--- config.mk ---
export PLATFORM = sky130hd
export DESIGN_NAME = lcd_wb_seq
export DESIGN_NICKNAME = d
export VERILOG_FILES = /design/src/rtl/lcd_wb_seq.sv
export SDC_FILE = /design/constraint.sdc
export NUM_CORES = 2
export LEC_CHECK = 0
export CELL_PAD_IN_SITES_DETAIL_PLACEMENT = 1
export CELL_PAD_IN_SITES_GLOBAL_PLACEMENT = 1
export CORE_MARGIN = 3
export CORE_UTILIZATION = 60
export DETAILED_ROUTE_END_ITERATION = 10
export GPL_ROUTABILITY_DRIVEN = 1
export PLACE_DENSITY_LB_ADDON = 0.1
export SLEW_MARGIN = 20
export SYNTH_ARGS = -nofsm -noshare
export SYNTH_HDL_FRONTEND = slang
export SYNTH_SLANG_ARGS = --single-unit
--- constraint.sdc ---
create_clock -name clk -period 7.6 [get_ports clk]
set_input_delay 1.14 -clock clk [delete_from_list [all_inputs] [get_ports clk]]
set_output_delay 1.14 -clock clk [all_outputs]
set_load 0.02 [all_outputs]
--- src/rtl/lcd_wb_seq.sv ---
// Wishbone-programmed command/data buffer replayed to the LCD PHY stream, with
// FMARK-gated start, repeat count, abort and a readable status register.
module lcd_wb_seq #(
  parameter int BUF_AW = 8,
  parameter int PHY_DW = 8
) (
  input  logic              clk,
  input  logic              rst,
  input  logic [9:0]        wb_addr,
  input  logic [31:0]       wb_wdata,
  output logic [31:0]       wb_rdata,
  input  logic              wb_we,
  input  logic              wb_cyc,
  output logic              wb_ack,
  output logic [PHY_DW-1:0] phy_data,
  output logic              phy_rs,
  output logic              phy_valid,
  input  logic              phy_ready,
  input  logic              phy_fmark_stb
);

  typedef enum logic [1:0] {IDLE = 2'd0, WAIT_FM = 2'd1, RUN = 2'd2} state_t;

  state_t              state, state_nxt;
  logic [PHY_DW:0]     buf_mem [0:(2**BUF_AW)-1];
  logic [BUF_AW-1:0]   last, cur_idx, f_idx;
  logic [7:0]          cur_rep, f_rep;
  logic                f_done, abort_pend, fm_sticky;
  logic                s1_valid, s1_rs;
  logic [PHY_DW-1:0]   s1_data;
  logic [31:0]         status;
  logic                wb_take, ctrl_wr, stat_rd, buf_wr, start, abort_now, abort_any;
  logic                xfer, out_free, final_beat, s2_load, fetch;
  logic                unused_wdata;

  assign unused_wdata = ^wb_wdata;

  assign wb_take    = wb_cyc && !wb_ack;
  assign ctrl_wr    = wb_take && wb_we && (wb_addr == 10'h000);
  assign stat_rd    = wb_take && !wb_we && (wb_addr == 10'h000);
  assign buf_wr     = wb_take && wb_we && wb_addr[9] && (state == IDLE);
  assign start      = ctrl_wr && (state == IDLE) && !wb_wdata[31];
  assign abort_now  = ctrl_wr && (state != IDLE) && wb_wdata[31];
  assign abort_any  = abort_now || abort_pend;
  assign xfer       = phy_valid && phy_ready;
  assign out_free   = !phy_valid || phy_ready;
  assign final_beat = (cur_idx == last) && (cur_rep == 8'd0);

  // Two-stage pipeline: s1 holds the prefetched entry, the output register is
  // stage 2. Entry 0 is prefetched in WAIT_FM so the beat can leave on the strobe.
  assign s2_load = s1_valid && out_free && !abort_any &&
                   ((state == RUN) || ((state == WAIT_FM) && phy_fmark_stb));
  assign fetch   = (state != IDLE) && !f_done && !abort_any && (!s1_valid || s2_load);

  always_comb begin
    status                = 32'd0;
    status[31]            = (state != IDLE);
    status[16 +: BUF_AW]  = cur_idx;
    status[15:8]          = cur_rep;
    status[0]             = fm_sticky;
  end

  always_comb begin
    state_nxt = state;
    case (state)
      IDLE: begin
        if (start) state_nxt = wb_wdata[1] ? WAIT_FM : RUN;
        else       state_nxt = IDLE;
      end
      WAIT_FM: begin
        if (abort_now)          state_nxt = IDLE;
        else if (phy_fmark_stb) state_nxt = RUN;
        else                    state_nxt = WAIT_FM;
      end
      RUN: begin
        if (abort_any && out_free)  state_nxt = IDLE;
        else if (xfer && final_beat) state_nxt = IDLE;
        else                         state_nxt = RUN;
      end
      default: state_nxt = IDLE;
    endcase
  end

  always_ff @(posedge clk or posedge rst) begin
    if (rst) begin
      state      <= IDLE;
      abort_pend <= 1'b0;
    end else begin
      state      <= state_nxt;
      abort_pend <= (state == RUN) && (state_nxt == RUN) && abort_any;
    end
  end

  // Strobe has priority over the clear-on-read of the sticky flag.
  always_ff @(posedge clk or posedge rst) begin
    if (rst) begin
      wb_ack    <= 1'b0;
      wb_rdata  <= 32'd0;
      fm_sticky <= 1'b0;
    end else begin
      wb_ack    <= wb_take;
      wb_rdata  <= stat_rd ? status : 32'd0;
      if (phy_fmark_stb) fm_sticky <= 1'b1;
      else if (stat_rd)  fm_sticky <= 1'b0;
    end
  end

  always_ff @(posedge clk or posedge rst) begin
    if (rst) begin
      last    <= {BUF_AW{1'b0}};
      cur_idx <= {BUF_AW{1'b0}};
      f_idx   <= {BUF_AW{1'b0}};
      cur_rep <= 8'd0;
      f_rep   <= 8'd0;
      f_done  <= 1'b0;
    end else if (start) begin
      last    <= wb_wdata[16 +: BUF_AW];
      cur_idx <= {BUF_AW{1'b0}};
      f_idx   <= {BUF_AW{1'b0}};
      cur_rep <= wb_wdata[15:8];
      f_rep   <= wb_wdata[15:8];
      f_done  <= 1'b0;
    end else begin
      if (xfer) begin
        if (cur_idx != last) begin
          cur_idx <= cur_idx + BUF_AW'(1'b1);
        end else if (cur_rep != 8'd0) begin
          cur_idx <= {BUF_AW{1'b0}};
          cur_rep <= cur_rep - 8'd1;
        end
      end
      if (fetch) begin
        if (f_idx != last) begin
          f_idx <= f_idx + BUF_AW'(1'b1);
        end else if (f_rep != 8'd0) begin
          f_idx <= {BUF_AW{1'b0}};
          f_rep <= f_rep - 8'd1;
        end else begin
          f_done <= 1'b1;
        end
      end
    end
  end

  // Buffer storage and its registered read port; contents are not reset.
  always_ff @(posedge clk) begin
    if (buf_wr) buf_mem[wb_addr[BUF_AW-1:0]] <= {wb_wdata[16], wb_wdata[PHY_DW-1:0]};
    if (fetch)  {s1_rs, s1_data} <= buf_mem[f_idx];
  end

  always_ff @(posedge clk or posedge rst) begin
    if (rst)                                 s1_valid <= 1'b0;
    else if ((state_nxt == IDLE) || abort_any) s1_valid <= 1'b0;
    else if (fetch)                          s1_valid <= 1'b1;
    else if (s2_load)                        s1_valid <= 1'b0;
  end

  always_ff @(posedge clk or posedge rst) begin
    if (rst) begin
      phy_valid <= 1'b0;
      phy_data  <= {PHY_DW{1'b0}};
      phy_rs    <= 1'b0;
    end else if (s2_load) begin
      phy_valid <= 1'b1;
      phy_data  <= s1_data;
      phy_rs    <= s1_rs;
    end else if (xfer) begin
      phy_valid <= 1'b0;
    end
  end

endmodule

* After elaboration in Yosys (flattened, before gate mapping)
Memories as Yosys holds them, arrays and structs flattened. A register that Yosys moved wholly into a read port is not among the register bits.
Index checks and enable logic that the tools add are counted.
** Storage, ports and cells
- Memories kept :: 1
- Bits in registers :: 89
- Output and inout bits :: 43
- Word-level logic and storage cells :: 123
- Memory bits (writable) :: 2304
- Input bits :: 48
** Operators by class
- Eq/ne operators :: 9
- Reduce and logical (&&, ||, !) cells :: 57
- Add/subtract/negate cells :: 4
- Mux-type cells :: 37
** Memories
- buf_mem :: words 256, bits a word 9, read ports 1, clocked after memory_dff 1, write ports 1, line 25 : logic [PHY_DW:0] buf_mem [0:(2**BUF_AW)-1];
** Operators by type and width (number)
- two-way mux 8 bit :: 16
- two-way mux 32 bit :: 1
- logical AND 1 bit :: 24
- adder 8 x 1 -> 8 bit, second input constant :: 2
- != test 8 bit :: 2
- nonzero test 8 bit :: 2
- subtractor 8 x 1 -> 8 bit, second input constant :: 2
- nonzero test 2 bit :: 7
- two-way mux 1 bit :: 13
- two-way mux 2 bit :: 6
- logical NOT 10 bit :: 1
- AND reduction 3 bit :: 3
- nonzero test 3 bit :: 3
- equality test 8 bit :: 1
- logical NOT 8 bit :: 1
- logical NOT 1 bit :: 7
- != test 2 bit, second input constant :: 3
- case mux 2 bit (3 select lines) :: 1
- logical OR 1 bit :: 5
- equality test 2 bit, second input constant :: 2
- logical NOT 2 bit :: 2
- AND reduction 2 bit :: 2
- equality test 2 x 1 -> 1 bit, second input constant :: 1

* Longest topological paths before layout
- Depth after elaboration :: 14
- Mapped depth :: 13
- Gate-level depth less buffers :: 9

* Least setup slack after synthesis
Ideal clock, no wire load.
- Path kind :: input to register
- From :: in wb_cyc
- To :: mem buf_mem[208][0] (netlist bit) (enable)
- Setup slack :: 4.291 ns
- Arrival time :: 2.934 ns
- Stages on the path :: 8
- Buffers on the path :: 2
- Cells stage by stage :: nand2b_1 clkbuf_1 inv_1 nand4_1 nor3b_1 nand3_1 clkbuf_1 nor2_1
** On the way
- Cells in the longest elaborated chain, start to end :: 6
** Ends and longest elaborated chain
- start, declared :: line 13 : input logic wb_cyc,
- logical AND 1 bit :: line 38 : assign wb_take = wb_cyc && !wb_ack;
- named net wb_take :: line 32 : logic wb_take, ctrl_wr, stat_rd, buf_wr, start, abort_now, abort_any;
- logical AND 1 bit (3 in series) :: line 41 : assign buf_wr = wb_take && wb_we && wb_addr[9] && (state == IDLE);
- two-way mux 1 bit :: line 147 : if (buf_wr) buf_mem[wb_addr[BUF_AW-1:0]] <= {wb_wdata[16], wb_wdata[PHY_DW-1:0]};
- two-way mux 1 bit (not written as such) :: line 147
- end, declared :: line 25
The timed path passes the listed nets, and every way through them passes these cells.

==> results.md <==
* Outcome: finished, final reports clean
* Fraction of layout cells with a size suffix above 1 at 0.205
* IO Port Bufs at 69
* Total track usage at 0.333
* Pwr/cell area at about 350 mW/mm²
* Antenna violations before repair at 18
* Most used DFF post-synth: edfxtp_1
* Drt initial violations at between 6000 and 7000
* Leak Pwr at around 0.032 µW
* Delay-heaviest family, CP: compound AO/OA/AOI/OAI gates
* Crit end category: register
* Sequential-to-total area share from yosys stat at 0.766
* Drc violations at 0
* Number of enable flip-flop cells after synthesis at between 2000 and 2500
* Worst reg2reg setup slack at 2.27 ns
* Layout area overhead at 10.8%
* Met2 wire length at roughly 130000 µm
* Mean Syn Cell Area at about 21 µm²
* Final Hold Viols at 0
* Worst-skew pair later-pin latency at 0.83 ns
* Post CTS Setup Buffer Count at 0
* Hold Crit Class: register to register
* Fmax at between 150 and 200 MHz
* Placed cells at ~6500
* Peak VDD IR at 280 µV
* Largest net degree at the start of global routing at 202
* Die area at around 0.16 mm²
* Vias after detailed routing at approximately 48000
* DPL Wire Length at roughly 160000 µm
* Slowest CP cell: clkinv_1
* Post-Layout Cell Count at between 6000 and 7000
* CTS tree: done
* RePlAce Congestion at approximately 0.85
* Top Layer Used: met5
* Slowest Stage Delay on Critical Path at 1.04 ns
* Total wire length at roughly 260000 µm
* Netlist Area Pre-Place at between 0.09 and 0.1 mm²
* First-pass GRT wire length at 373000 µm
* CTS max path bufs at 3
* RSZ-0062 raised after global routing: no
* Setup crit start kind: register
* Minimum clock period at approximately 5.3 ns
* Final Max Slew Viols at 0
* Placed cell area at between 0.09 and 0.1 mm²
* Worst hold stages at 1
* Nets at about 4700
* Post-cts sizing count at 0
* Reg2reg path depth at 7
* Via/cell ratio at between 6 and 7
* Clock skew at about 0.029 ns
* DR pass1 iterations at 6
* Slew @ Worst Pin at 1.19 ns
* Endpoint, Worst Hold: phy_data[4]
* Detail Route Antenna Nets at 0
* CP Data Arrival Time at slightly below 6 ns
* Die H at 400 µm
* Synth unique cells at 74
* Root Driver: clkbuf_16
* Grt ovf at 0
* Depth of the CTS H-tree at 4
* R2R Path End: s1_data[3]
* Yosys reg bits at about 2400
* R2R Path Start: f_idx[0]
* Final setup violation count at 0
* # IOs at between 90 and 100
* Crit-path cells: clkinv_1, nand2_1, o22ai_1, a2111oi_0, o221ai_1, nand3_1, o31ai_1
* Worst Hold Slack at between 0.4 and 0.5 ns
* Die width at about 400 µm
* Buf/Inv on CP at 1
* Final worst path period share at 0.701
* Total negative slack at 0 ns
* Clk sinks at 2388
* WL met1 at 96800 µm
* Clock transition at path regs at ~0.06 ns
* Number of global-route vias before repair at between 40000 and 50000
* Routed WL per cell at between 30 and 40 µm
* Relative slew slack at 0.200
* Hold Crit Start: s1_data[4]
* Critical path class: register to register
* Initial Util at 0.608
* Ys Warns at 0
* Rows at about 140
* Inserted Clock Buffers at approximately 230
* Ys async rst share at 0.0314
* CP max FO at 30
* Max cap viols at 0
* Synth Instances at ~4500
* # hold bufs at CTS at 0
* Met3 WL at roughly 27000 µm
* Critical Path RT at between 8 and 9 ns
* Final instance area at ~0.10 mm²
* CORE AREA at 0.153 mm²
## synthesized netlist by cell type, types with 10 or more instances
master	instances	area, µm²
a211oi_1	10	75.1
a21oi_1	80	400
a221oi_1	48	420
a22oi_1	45	338
and2_1	23	144
buf_1	18	67.6
buf_2	94	470
buf_4	40	300
buf_6	18	203
clkbuf_1	107	402
dfrtp_1	75	1880
edfxtp_1	2313	69500
inv_1	14	52.6
mux2i_1	241	2410
mux4_2	531	12000
nand2_1	148	556
nand3_1	34	170
nand4_1	14	87.6
nor2_1	326	1220
nor2b_1	15	93.8
nor3_1	18	90.1
nor4_1	13	81.3
o21ai_0	67	335
o221ai_1	31	272
o22ai_1	22	138
o31ai_1	13	97.6
xnor2_1	22	193
xor2_1	13	114
## kinds of logic after synthesis
family | Yosys count | share of synthesized area
xor+xnor | 36 | 0.00347
fa+ha+maj | 5 | 0.000672
flops | 2388 | 0.766
other cells | 1 | 0.0000403
compound gates | 378 | 0.0280
buf+inv | 295 | 0.0162
mux | 783 | 0.156
simple gates | 638 | 0.0302
## per-stage QoR
| stage | power, µW | setup WS (ns) | util |
|---|---|---|---|
| after floorplan | 21100 | 4.29 | - |
| after global placement | 24700 | 2.30 | 0.628 |
| after detailed placement | 24900 | 2.14 | 0.628 |
| after CTS | 35700 | 2.46 | 0.674 |
| after global routing | 36700 | 2.24 | 0.674 |
| final | 35700 | 2.27 | 0.674 |
## registers in the layout, summed over array words and instances (netlist names)
name	count
cur_rep	8
wb_ack	1
buf_mem	2304
phy_rs	1
state	2
f_rep	8
phy_data	8
phy_valid	1
wb_rdata	18
f_idx	8
cur_idx	8
s1_rs	1
fm_sticky	1
last	8
abort_pend	1
f_done	1
s1_data	8
s1_valid	1
## worst register-to-register path: cells and delay by family, from the launching register on
family	cells	cell delay (ns)
buffers and inverters	1	1.12
and+or+nand+nor	2	1.14
DFF	1	0.92
AOI/OAI and AO/OA	4	1.79
## cell usage in the layout (no fill, tap or decap), types with 60 or more instances in the layout
cell type        instances
clkbuf_16              230
nor2_1                 321
mux2i_1                241
a21oi_1                 80
clkdlybuf4s50_1         60
o21ai_0                 67
edfxtp_1              2313
mux4_2                 531
nand2_1                145
dfrtp_1                 69
clkbuf_1                65
buf_4                   77
## power breakdown
| group | switching (µW) | internal, µW | total (µW) |
|---|---|---|---|
| Clock | 4810 | 6080 | 10900 |
| Sequential | 246 | 14600 | 14800 |
| Combinational | 6180 | 3880 | 10100 |
| Total | 11200 | 24500 | 35700 |
## cell type report
type / count / area [µm²]
flip-flops and latches: 2388 / 71400
fillers: 12096 / 49900
multi-input cells: 1854 / 20500
clock buffers: 295 / 6000
well taps: 2030 / 2540
repair buffers: 167 / 1730
clock inverters: 124 / 1030
inverters: 18 / 76.3
diodes: 9 / 22.5
## per-layer routing
layer / track usage / vias to the layer above
li1: - / 18925
met1: 0.468 / 25413
met2: 0.524 / 2890
met3: 0.0766 / 533
met4: 0.118 / 16
met5: 0 / -
## worst max-delay path by stage
stage	start	end	cells after the start
3_5_place_dp	wb_cyc	buf_mem[236][7]	7
4_1_cts	f_idx[0]	s1_data[3]	7
6_report	f_idx[0]	s1_data[3]	7
2_1_floorplan	wb_cyc	buf_mem[208][0]	8
5_1_grt	f_idx[0]	s1_data[3]	7
3_3_place_gp	wb_cyc	buf_mem[225][4]	7
No activity file was read; power rests on OpenSTA's default activity.
